### src/rtl/pong_pkg.sv
// Shared types and constants for the Pong match sequencer and its neighbours.
// Also holds the helper that sizes the shared frame counter.
package pong_pkg;

   typedef enum logic [2:0] {
      IDLE       = 3'd0,
      SERVE_WAIT = 3'd1,
      SERVE      = 3'd2,
      PLAY       = 3'd3,
      POINT      = 3'd4,
      GAME_OVER  = 3'd5
   } state_t;

   localparam logic DIR_LEFT  = 1'b0;
   localparam logic DIR_RIGHT = 1'b1;

   localparam int FIELD_SIZE = 64;
   localparam int CENTRE     = FIELD_SIZE / 2 - 1;

   typedef struct packed {
      logic [5:0] x;
      logic [5:0] y;
   } ball_pos_t;

   // Where the ball datapath recentres on every serve.
   function automatic ball_pos_t serve_pos();
      ball_pos_t p;
      p.x = 6'(CENTRE);
      p.y = 6'(CENTRE);
      return p;
   endfunction

   function automatic int cnt_width(int a, int b, int c);
      int m;
      m = (a > b) ? a : b;
      m = (m > c) ? m : c;
      return $clog2(m + 1);
   endfunction

endpackage

### src/rtl/pong_game_ctrl_if.sv
// Control/status bundle between the match sequencer and the rest of the game.
// The slave side is the sequencer; the master side drives requests and events.
interface pong_game_ctrl_if;

   logic       start;
   logic       frame_tick;
   logic       paddle_hit;
   logic       miss_left;
   logic       miss_right;
   logic       ball_serve;
   logic       serve_dir;
   logic       move_en;
   logic [3:0] score_l;
   logic [3:0] score_r;
   logic       game_over;
   logic       winner;
   logic [2:0] state_o;

   modport master (
      output start, frame_tick, paddle_hit, miss_left, miss_right,
      input  ball_serve, serve_dir, move_en, score_l, score_r,
             game_over, winner, state_o
   );

   modport slave (
      input  start, frame_tick, paddle_hit, miss_left, miss_right,
      output ball_serve, serve_dir, move_en, score_l, score_r,
             game_over, winner, state_o
   );

endinterface

### src/rtl/pong_speed_sched.sv
// Rally pacing: shared frame counter, paddle-hit counter, current speed and
// the move_en strobe that steps the ball datapath.
module pong_speed_sched #(
   parameter int SPEED_INIT = 4,
   parameter int SPEED_MIN  = 1,
   parameter int RALLY_STEP = 4,
   parameter int CNT_W      = 6
) (
   input  logic             clk,
   input  logic             reset,
   input  logic             i_reload,
   input  logic             i_clear,
   input  logic             i_enable,
   input  logic             i_frame_tick,
   input  logic             i_paddle_hit,
   output logic [CNT_W-1:0] o_frame_cnt,
   output logic             o_move_en
);

   localparam int HIT_W = (RALLY_STEP > 1) ? $clog2(RALLY_STEP) : 1;

   logic [CNT_W-1:0] r_frame_cnt;
   logic [CNT_W-1:0] r_speed;
   logic [HIT_W-1:0] r_hit_cnt;
   logic             r_move_en;
   logic [CNT_W-1:0] w_cnt_inc;
   logic             w_step_due;

   assign w_cnt_inc = r_frame_cnt + 1'b1;
   // >= rather than == so a speed-up that lands below the running count
   // still fires on the next tick instead of letting the counter run away.
   assign w_step_due = i_enable && i_frame_tick && (w_cnt_inc >= r_speed);

   // NOTE: nonblocking assignments in clocked logic so every register sees pre-edge values.
   always_ff @(posedge clk) begin
      if (reset) begin
         r_frame_cnt <= '0;
         r_speed     <= CNT_W'(SPEED_INIT);
         r_hit_cnt   <= '0;
         r_move_en   <= 1'b0;
      end else begin
         r_move_en <= w_step_due;

         if (i_clear || w_step_due)
            r_frame_cnt <= '0;
         else if (i_frame_tick)
            r_frame_cnt <= w_cnt_inc;

         if (i_reload) begin
            r_speed   <= CNT_W'(SPEED_INIT);
            r_hit_cnt <= '0;
         end else if (i_enable && i_paddle_hit) begin
            if (r_hit_cnt == HIT_W'(RALLY_STEP - 1)) begin
               r_hit_cnt <= '0;
               if (r_speed > CNT_W'(SPEED_MIN))
                  r_speed <= r_speed - 1'b1;
            end else begin
               r_hit_cnt <= r_hit_cnt + 1'b1;
            end
         end
      end
   end

   assign o_frame_cnt = r_frame_cnt;
   assign o_move_en   = r_move_en;

endmodule

### src/rtl/pong_game_ctrl.sv
// Pong match sequencer: serve timing, point handling, scoring and match end.
// Ball pacing is delegated to pong_speed_sched.
module pong_game_ctrl
   import pong_pkg::*;
#(
   parameter int WIN_SCORE   = 11,
   parameter int SERVE_DELAY = 60,
   parameter int POINT_HOLD  = 30,
   parameter int SPEED_INIT  = 4,
   parameter int SPEED_MIN   = 1,
   parameter int RALLY_STEP  = 4
) (
   input  logic             clk,
   input  logic             reset,
   pong_game_ctrl_if.slave  bus
);

   localparam int CNT_W = cnt_width(SERVE_DELAY, POINT_HOLD, SPEED_INIT);
   localparam logic [3:0] WIN = 4'(WIN_SCORE);

   state_t           r_state;
   logic             r_ball_serve;
   logic             r_serve_dir;
   logic             r_game_over;
   logic             r_winner;
   logic [3:0]       r_score_l;
   logic [3:0]       r_score_r;

   logic [CNT_W-1:0] w_frame_cnt;
   logic             w_move_en;
   logic             w_miss_any;
   logic             w_tick;
   logic             w_wait_done;
   logic             w_hold_done;
   logic             w_start;
   logic             w_leave;

   assign w_miss_any  = bus.miss_left | bus.miss_right;
   assign w_tick      = bus.frame_tick && (r_state inside {SERVE_WAIT, PLAY, POINT});
   assign w_wait_done = w_tick && (r_state == SERVE_WAIT) && (w_frame_cnt == CNT_W'(SERVE_DELAY - 1));
   assign w_hold_done = w_tick && (r_state == POINT) && (w_frame_cnt == CNT_W'(POINT_HOLD - 1));
   assign w_start     = bus.start && (r_state inside {IDLE, GAME_OVER});
   // Any state transition this cycle; clears the shared frame counter on entry.
   assign w_leave     = w_start || w_wait_done || w_hold_done || (r_state == SERVE) ||
                        ((r_state == PLAY) && w_miss_any);

   pong_speed_sched #(
      .SPEED_INIT (SPEED_INIT),
      .SPEED_MIN  (SPEED_MIN),
      .RALLY_STEP (RALLY_STEP),
      .CNT_W      (CNT_W)
   ) u_speed_sched (
      .clk          (clk),
      .reset        (reset),
      .i_reload     (r_state == SERVE),
      .i_clear      (w_leave),
      .i_enable     ((r_state == PLAY) && !w_miss_any),
      .i_frame_tick (w_tick),
      .i_paddle_hit (bus.paddle_hit),
      .o_frame_cnt  (w_frame_cnt),
      .o_move_en    (w_move_en)
   );

   always_ff @(posedge clk) begin
      if (reset) begin
         r_state      <= IDLE;
         r_ball_serve <= 1'b0;
         r_serve_dir  <= DIR_RIGHT;
         r_game_over  <= 1'b0;
         r_winner     <= 1'b0;
         r_score_l    <= '0;
         r_score_r    <= '0;
      end else begin
         r_ball_serve <= 1'b0;
         case (r_state)
            IDLE, GAME_OVER: begin
               if (bus.start) begin
                  r_score_l   <= '0;
                  r_score_r   <= '0;
                  r_game_over <= 1'b0;
                  r_winner    <= 1'b0;
                  r_serve_dir <= DIR_RIGHT;
                  r_state     <= SERVE_WAIT;
               end
            end
            SERVE_WAIT: begin
               if (w_wait_done) begin
                  r_ball_serve <= 1'b1;
                  r_state      <= SERVE;
               end
            end
            SERVE: r_state <= PLAY;
            PLAY: begin
               // A double miss is a replay: no score, serve direction kept.
               if (w_miss_any) begin
                  r_state <= POINT;
                  if (bus.miss_left && !bus.miss_right) begin
                     r_serve_dir <= DIR_LEFT;
                     if (r_score_r < WIN)
                        r_score_r <= r_score_r + 1'b1;
                  end
                  if (bus.miss_right && !bus.miss_left) begin
                     r_serve_dir <= DIR_RIGHT;
                     if (r_score_l < WIN)
                        r_score_l <= r_score_l + 1'b1;
                  end
               end
            end
            POINT: begin
               if (w_hold_done) begin
                  if ((r_score_l == WIN) || (r_score_r == WIN)) begin
                     r_state     <= GAME_OVER;
                     r_game_over <= 1'b1;
                     r_winner    <= (r_score_r == WIN);
                  end else begin
                     r_state <= SERVE_WAIT;
                  end
               end
            end
            default: r_state <= IDLE;
         endcase
      end
   end

   assign bus.ball_serve = r_ball_serve;
   assign bus.serve_dir  = r_serve_dir;
   assign bus.move_en    = w_move_en;
   assign bus.score_l    = r_score_l;
   assign bus.score_r    = r_score_r;
   assign bus.game_over  = r_game_over;
   assign bus.winner     = r_winner;
   assign bus.state_o    = r_state;

endmodule

### src/flat_wrapper.sv
// flat-port wrapper written by rule: the top's interface ports become plain ports
module pong_game_ctrl_flat import pong_pkg::*;
#(
   parameter int WIN_SCORE   = 11,
   parameter int SERVE_DELAY = 60,
   parameter int POINT_HOLD  = 30,
   parameter int SPEED_INIT  = 4,
   parameter int SPEED_MIN   = 1,
   parameter int RALLY_STEP  = 4
)
  (clk, reset, bus_start, bus_frame_tick, bus_paddle_hit, bus_miss_left, bus_miss_right, bus_ball_serve, bus_serve_dir, bus_move_en, bus_score_l, bus_score_r, bus_game_over, bus_winner, bus_state_o);
  pong_game_ctrl_if bus_i ();
  input  logic clk;
  input  logic reset;
  input wire logic [$bits(bus_i.start)-1:0] bus_start;
  input wire logic [$bits(bus_i.frame_tick)-1:0] bus_frame_tick;
  input wire logic [$bits(bus_i.paddle_hit)-1:0] bus_paddle_hit;
  input wire logic [$bits(bus_i.miss_left)-1:0] bus_miss_left;
  input wire logic [$bits(bus_i.miss_right)-1:0] bus_miss_right;
  output wire logic [$bits(bus_i.ball_serve)-1:0] bus_ball_serve;
  output wire logic [$bits(bus_i.serve_dir)-1:0] bus_serve_dir;
  output wire logic [$bits(bus_i.move_en)-1:0] bus_move_en;
  output wire logic [$bits(bus_i.score_l)-1:0] bus_score_l;
  output wire logic [$bits(bus_i.score_r)-1:0] bus_score_r;
  output wire logic [$bits(bus_i.game_over)-1:0] bus_game_over;
  output wire logic [$bits(bus_i.winner)-1:0] bus_winner;
  output wire logic [$bits(bus_i.state_o)-1:0] bus_state_o;
  assign bus_i.start = bus_start;
  assign bus_i.frame_tick = bus_frame_tick;
  assign bus_i.paddle_hit = bus_paddle_hit;
  assign bus_i.miss_left = bus_miss_left;
  assign bus_i.miss_right = bus_miss_right;
  assign bus_ball_serve = bus_i.ball_serve;
  assign bus_serve_dir = bus_i.serve_dir;
  assign bus_move_en = bus_i.move_en;
  assign bus_score_l = bus_i.score_l;
  assign bus_score_r = bus_i.score_r;
  assign bus_game_over = bus_i.game_over;
  assign bus_winner = bus_i.winner;
  assign bus_state_o = bus_i.state_o;
  pong_game_ctrl #(.WIN_SCORE(WIN_SCORE), .SERVE_DELAY(SERVE_DELAY), .POINT_HOLD(POINT_HOLD), .SPEED_INIT(SPEED_INIT), .SPEED_MIN(SPEED_MIN), .RALLY_STEP(RALLY_STEP)) u_core (.clk(clk), .reset(reset), .bus(bus_i));
endmodule
### config.mk
export PLATFORM = sky130hd
export DESIGN_NAME = pong_game_ctrl_flat
export DESIGN_NICKNAME = d
export VERILOG_FILES = /design/src/rtl/pong_pkg.sv /design/src/rtl/pong_game_ctrl_if.sv /design/src/rtl/pong_speed_sched.sv /design/src/rtl/pong_game_ctrl.sv /design/src/flat_wrapper.sv
export SDC_FILE = /design/constraint.sdc
export NUM_CORES = 1
export LEC_CHECK = 0
export ABC_AREA = 0
export ABC_CLOCK_PERIOD_IN_PS = 1900
export CORE_UTILIZATION = 30
export CTS_BUF_LIST = sky130_fd_sc_hd__clkbuf_4
export CTS_CLUSTER_DIAMETER = 60
export CTS_CLUSTER_SIZE = 16
export DETAILED_ROUTE_END_ITERATION = 10
export DONT_BUFFER_PORTS = 1
export GPL_TIMING_DRIVEN = 0
export SLEW_MARGIN = 30
export SYNTH_ARGS = -nofsm -noshare
export SYNTH_HDL_FRONTEND = slang
export SYNTH_SLANG_ARGS = --single-unit
### constraint.sdc
create_clock -name clk -period 1.9 [get_ports clk]
set_clock_uncertainty 0.1 [all_clocks]
set_input_delay 0.38 -clock clk [delete_from_list [all_inputs] [get_ports clk]]
set_output_delay 0.38 -clock clk [all_outputs]
set_load 0.05 [all_outputs]
## Word-level counts from Yosys, hierarchy flattened

Index checks and enable logic that the tools add are counted.

| operators by class | value |
|---|---|
| bitwise logic cells | 2 |
| reductions and logical operators | 37 |
| eq/ne operators | 20 |
| magnitude comparators | 4 |
| multiplexer cells | 29 |
| add/sub/neg operators | 5 |

Operators by type and width:

| cell | number |
|---|---|
| two-way mux 4 bit | 7 |
| one-hot mux 4 bit (2 select lines) | 2 |
| two-way mux 3 bit | 5 |
| one-hot mux 3 bit (5 select lines) | 1 |
| logical AND 1 bit | 13 |
| inequality test 2 bit (second input constant) | 6 |
| AND reduction 4 bit | 3 |
| two-way mux 1 bit | 10 |
| AND reduction 5 bit | 2 |
| adder 4 x 1 -> 4 bit (second input constant) | 2 |
| == test 4 bit (second input constant) | 2 |
| less-than comparator 4 bit (second input constant) | 2 |
| OR reduction 2 bit | 4 |
| adder 6 x 1 -> 6 bit (second input constant) | 1 |
| == test 3 x 2 -> 1 bit (second input constant) | 2 |
| == test 3 bit (second input constant) | 2 |
| == test 6 x 5 -> 1 bit (second input constant) | 1 |
| == test 6 bit (second input constant) | 1 |
| >= comparator 6 bit | 1 |
| > comparator 6 x 1 -> 1 bit (second input constant) | 1 |
| logical OR 1 bit | 6 |
| inequality test 2 x 1 -> 1 bit (second input constant) | 3 |
| one-hot mux 1 bit (2 select lines) | 3 |
| nonzero test 2 bit | 3 |
| 12 further kinds | 14 |

| word-level totals | value |
|---|---|
| input bits | 7 |
| logic and storage cells | 108 |
| output and inout bits | 16 |
| register bits after elaboration | 30 |

## Logic depth before layout (Yosys ltp)

| logic depth | value |
|---|---|
| depth in word-level cells | 11 |
| depth in mapped cells | 9 |
| mapped depth without buffers | 8 |

## By module

Synthesis repeated with hierarchy kept, for this count alone.

| unflattened totals | value |
|---|---|
| cell total of the unflattened synthesis | 219 |
| area total of the unflattened synthesis | 1929.4 um2 |

By module, submodules not included:

| module | sequential area each (um2) | cells an instance | instances | area an instance (um2) |
|---|---|---|---|---|
| pong_game_ctrl | 300.3 | 114 | 1 | 1016.0 |
| pong_speed_sched | 300.3 | 105 | 1 | 913.4 |

## Least setup slack after synthesis

No wires, ideal clock.

| timing | value |
|---|---|
| path kind | reg-to-reg |
| from | register u_core.r_score_l[0] (netlist: u_core.bus.score_l[0]) |
| to | register u_core.r_winner (netlist: u_core.bus.winner) |
| library setup time | 71 ps |
| cell stages (with the launch flop) | 7 |
| setup slack | -269 ps |
| data required time | 1729 ps |
| buffers on the path | 0 |
| arrival time | 1998 ps |
| period minus slack after synthesis | 2169 ps |
| cell sequence | dfxtp_1 ha_1 nand3b_1 a2111oi_0 o31ai_1 or3_1 a21oi_1 |

| on the way | value |
|---|---|
| cells in the longest elaborated chain, start to end | 4 |

RTL lines:

| item | line | source |
|---|---|---|
| from (decl) | pong_game_ctrl.sv:26 | `logic [3:0] r_score_l;` |
| from (signal assigned) | pong_game_ctrl.sv:105 | `r_score_l <= r_score_l + 1'b1;` |
| == test 4 bit | pong_game_ctrl.sv:111 | `if ((r_score_l == WIN) \|\| (r_score_r == WIN)) begin` |
| logical OR 1 bit | pong_game_ctrl.sv:111 |  |
| inequality test 2 bit (no source line) | -- |  |
| AND reduction 4 bit (no source line) | -- |  |
| to (signal assigned) | pong_game_ctrl.sv:114 | `r_winner <= (r_score_r == WIN);` |
| to (decl) | pong_game_ctrl.sv:25 | `logic r_winner;` |

Every way passes these cells.
A chain may end at the register's enable or synchronous reset.

## Final worst setup path

| timing | value |
|---|---|
| from | register u_core.u_speed_sched.r_frame_cnt[1] (netlist: u_core.u_speed_sched.o_frame_cnt[1]) |
| to | register u_core.u_speed_sched.r_move_en (netlist: u_core.u_speed_sched.o_move_en) |

| on the way | value |
|---|---|
| cells in the longest elaborated chain, start to end | 3 |

RTL lines:

| item | line | source |
|---|---|---|
| from (decl) | pong_speed_sched.sv:22 | `logic [CNT_W-1:0] r_frame_cnt;` |
| from (signal assigned) | pong_speed_sched.sv:47 | `r_frame_cnt <= w_cnt_inc;` |
| adder 6 x 1 -> 6 bit | pong_speed_sched.sv:29 | `assign w_cnt_inc = r_frame_cnt + 1'b1;` |
| net u_core.u_speed_sched.w_cnt_inc[4] | pong_speed_sched.sv:26 | `logic [CNT_W-1:0] w_cnt_inc;` |
| >= comparator 6 bit | pong_speed_sched.sv:32 | `assign w_step_due = i_enable && i_frame_tick && (w_cnt_inc >= r_speed);` |
| logical AND 1 bit | pong_speed_sched.sv:32 |  |
| to (signal assigned) | pong_speed_sched.sv:42 | `r_move_en <= w_step_due;` |
| to (decl) | pong_speed_sched.sv:25 | `logic r_move_en;` |

The timed path passes the listed nets, and every way through them passes these cells.

==> impl_metrics.env <==
export IMPL_synth_largest_area_cell="dfxtp_1"
export IMPL_overflow=0
export IMPL_yosys_warnings=0
export IMPL_synth_area_leaders="dfxtp_1 (32%), ha_1 (11%), nor2_1 (4.8%), xnor2_1 (4.2%), a21oi_1 (4.0%)"
export IMPL_synth_edf_count=0
export IMPL_synthFlopType="dfxtp_1"
export IMPL_power_density_nw_per_um2=729
export IMPL_arrival_ns=2.12
export IMPL_num_rows=28
export IMPL_mappedNetlistNets=249
export IMPL_grt_pass1_wl_mm=8.26
export IMPL_die_x_um=81.2
export IMPL_violations="setup timing"
export IMPL_wl_mm=4.85
export IMPL_syn2layout_area_growth_pct=34.2
export IMPL_antenna_found_initial=0
export IMPL_end_kind="flip-flop"
export IMPL_total_power_mw=1.84
export IMPL_min_period_ns=1.98
export IMPL_crit_path_start_kind="flip-flop"
export IMPL_clk_pin_slew_ns=0.11
export IMPL_async_reset_ff_frac=0
export IMPL_static_leakage_power_nw=0.934
export IMPL_peakVddDrop_mv=0.324
export IMPL_crit_fanout=7
export IMPL_clock_latency_ns=0.35
export IMPL_drt_pass1_iterations=4
export IMPL_io_pins=23
export IMPL_die_area_sq_um=6600
export IMPL_status="complete, but fails checks"
export IMPL_htree_levels=2
export IMPL_first_iter_violations=118
export IMPL_postRouteAntennaNets=0
export IMPL_setup_viol=7
export IMPL_vias=1727
export IMPL_final_cell_mix="buf_4 (23), nor2_1 (23), nand2_1 (17)"
export IMPL_critPathKind="flip-flop to flip-flop"
export IMPL_synth_distinct_cells=45
export IMPL_finalMaxSlewViolations=0
export IMPL_via_per_inst=5.22
export IMPL_critPathRequiredTime_ns=2.04
export IMPL_netlist_area_sq_um=1880
export IMPL_r2r_start="u_core.u_speed_sched.o_frame_cnt[1]"
export IMPL_grt_max_degree=11
export IMPL_fin_ws_ns=-0.0815
export IMPL_numCtsBuffers=5
export IMPL_dp_hpwl_mm=3.16
export IMPL_slew_headroom=0.644
export IMPL_core_sq_um=5990
export IMPL_ys_ff_latch=30
export IMPL_cp_startpoint="u_core.u_speed_sched.o_frame_cnt[1]"
export IMPL_fin_nets=278
export IMPL_start_util=0.314
export IMPL_fillers=568
export IMPL_post_drt_wl_per_cell_um=14.6
export IMPL_hold_violations=0
export IMPL_seq_area_frac_synth=0.319
export IMPL_gp_congestion=0.802
export IMPL_avgSynthCellArea_sq_um=8.33
export IMPL_grtUsageTotal=0.164
export IMPL_rsz0062_at_grt="yes"
export IMPL_pre_cts_ws_ns=-0.273
export IMPL_timing_fmax_mhz=505
export IMPL_hold_class="primary input to flip-flop"
export IMPL_ctsLongestPathBuffers=2
export IMPL_worst_pin_slew_ns=0.533
export IMPL_first_global_vias=1674
export IMPL_cts_tree="done"
export IMPL_clock_root_buffer="clkbuf_4"
export IMPL_io_buffers=0
export IMPL_hp_start="bus_paddle_hit"
export IMPL_drive_gt1_frac=0.379
export IMPL_die_h_um=81.2
export IMPL_post_route_drc_count=0
export IMPL_synthCells=226
export IMPL_fin_util=0.422
export IMPL_clock_sinks=30
export IMPL_diodes=0
export IMPL_drv_cap=0
export IMPL_synth_top_area_frac=0.319
export IMPL_fin_crit_sh=1.04
==> critical path, cell delays in order, from the launching register on <==
cell	delay (ns)
dfxtp_4	0.40
ha_4	0.17
nand3_4	0.09
xnor2_2	0.14
ha_1	0.33
a211oi_2	0.19
o21ai_1	0.09
o2111a_2	0.21
nor2b_1	0.15
==> layer usage <==
layer,up-vias,wire (um),GRT usage
met2,33,2280,0.255
met1,826,2220,0.215
met4,0,87,0.0643
met3,5,262,0.0416
met5,-,0,0
li1,863,-,-
==> per-stage QoR <==
stage               std cells  instance area, sq um  setup TNS, ns  hold slack (ns)
global placement          301                  2010          -4.08            0.347
CTS                       322                  2340         -0.165           0.0933
floorplan                 226                  1920        -0.0725            0.340
global route              331                  2530          -1.21            0.130
finish                    331                  2530         -0.303           0.0838
detailed placement        301                  2010          -3.97            0.355
==> flip-flops by register name, summed over array words and instances, names as in the netlist <==
name,flops
u_core.bus.serve_dir,1
u_core.u_speed_sched.r_hit_cnt,2
u_core.u_speed_sched.o_frame_cnt,6
u_core.bus.game_over,1
u_core.bus.score_l,4
u_core.bus.ball_serve,1
u_core.bus.score_r,4
u_core.bus.winner,1
u_core.bus.state_o,3
u_core.u_speed_sched.o_move_en,1
u_core.u_speed_sched.r_speed,6
==> layout make-up <==
class,count,area [sq um],share of cell area
repair buffers,23,179,0.0708
flip-flops and latches,30,647,0.256
multi-input cells,176,1450,0.576
inverters,12,45.0,0.0178
clock buffers,6,45.0,0.0178
clock inverters,2,8.76,0.00347
plain buffers,7,53.8,0.0213
well taps,75,93.8,0.0371
==> Yosys cell counts, types with 2 or more instances <==
| cell type | instances |
|---|---|
| nand3b_1 | 3 |
| o21ai_0 | 10 |
| o21bai_1 | 2 |
| and4b_1 | 2 |
| a211oi_1 | 2 |
| o21ai_1 | 2 |
| a21oi_1 | 15 |
| a2111oi_0 | 2 |
| a21o_1 | 3 |
| nor2_1 | 24 |
| dfxtp_1 | 30 |
| inv_1 | 12 |
| nand2_1 | 18 |
| nand2b_1 | 4 |
| ha_1 | 16 |
| a41oi_1 | 2 |
| mux2i_1 | 3 |
| o2111a_1 | 2 |
| xor2_1 | 6 |
| nand3_1 | 8 |
| or3_1 | 2 |
| buf_2 | 5 |
| nand4_1 | 5 |
| xnor2_1 | 9 |
| nor2b_1 | 3 |
| o211ai_1 | 2 |
| and2_1 | 2 |
| nor3_1 | 12 |
| nor3b_1 | 3 |
| clkbuf_1 | 2 |
==> power by group <==
part           total, mW  switching [mW]  internal (mW)  leakage [nW]
logic              0.605           0.323          0.281         0.647
clock network      0.396           0.242          0.153        0.0331
registers          0.840           0.163          0.677         0.254
total               1.84           0.729           1.11         0.934
==> timing repair <==
item / CTS / global route
setup buffers: 12 / 10
endpoints found under the setup margin: 25 / 18
pin swaps: 23 / 21
endpoints found under the hold margin: 1 / 0
hold buffers: 1 / 0
gates resized for setup: 47 / 27
==> cell families (layout without fill, tap and decap cells) <==
group,count (synthesis),in the layout,share of synthesized area
AO/OA/AOI/OAI,49,49,0.178
buffers and inverters,20,50,0.0452
XOR/XNOR,15,15,0.0698
AND/OR/NAND/NOR,93,93,0.266
multiplexers,3,3,0.0159
flip-flops,30,30,0.319
adder cells (fa/ha/maj),16,16,0.106
==> final timing paths <==
check / to / slack (ns) / cells past startpoint
max: u_core.u_speed_sched.o_move_en / -0.08 / 8
min: u_core.u_speed_sched.r_hit_cnt[1] / 0.08 / 2
max reg2reg: u_core.u_speed_sched.o_move_en / -0.08 / 8
min reg2reg: u_core.u_speed_sched.r_hit_cnt[1] / 0.38 / 2
Power figures use the tool's default switching activity.
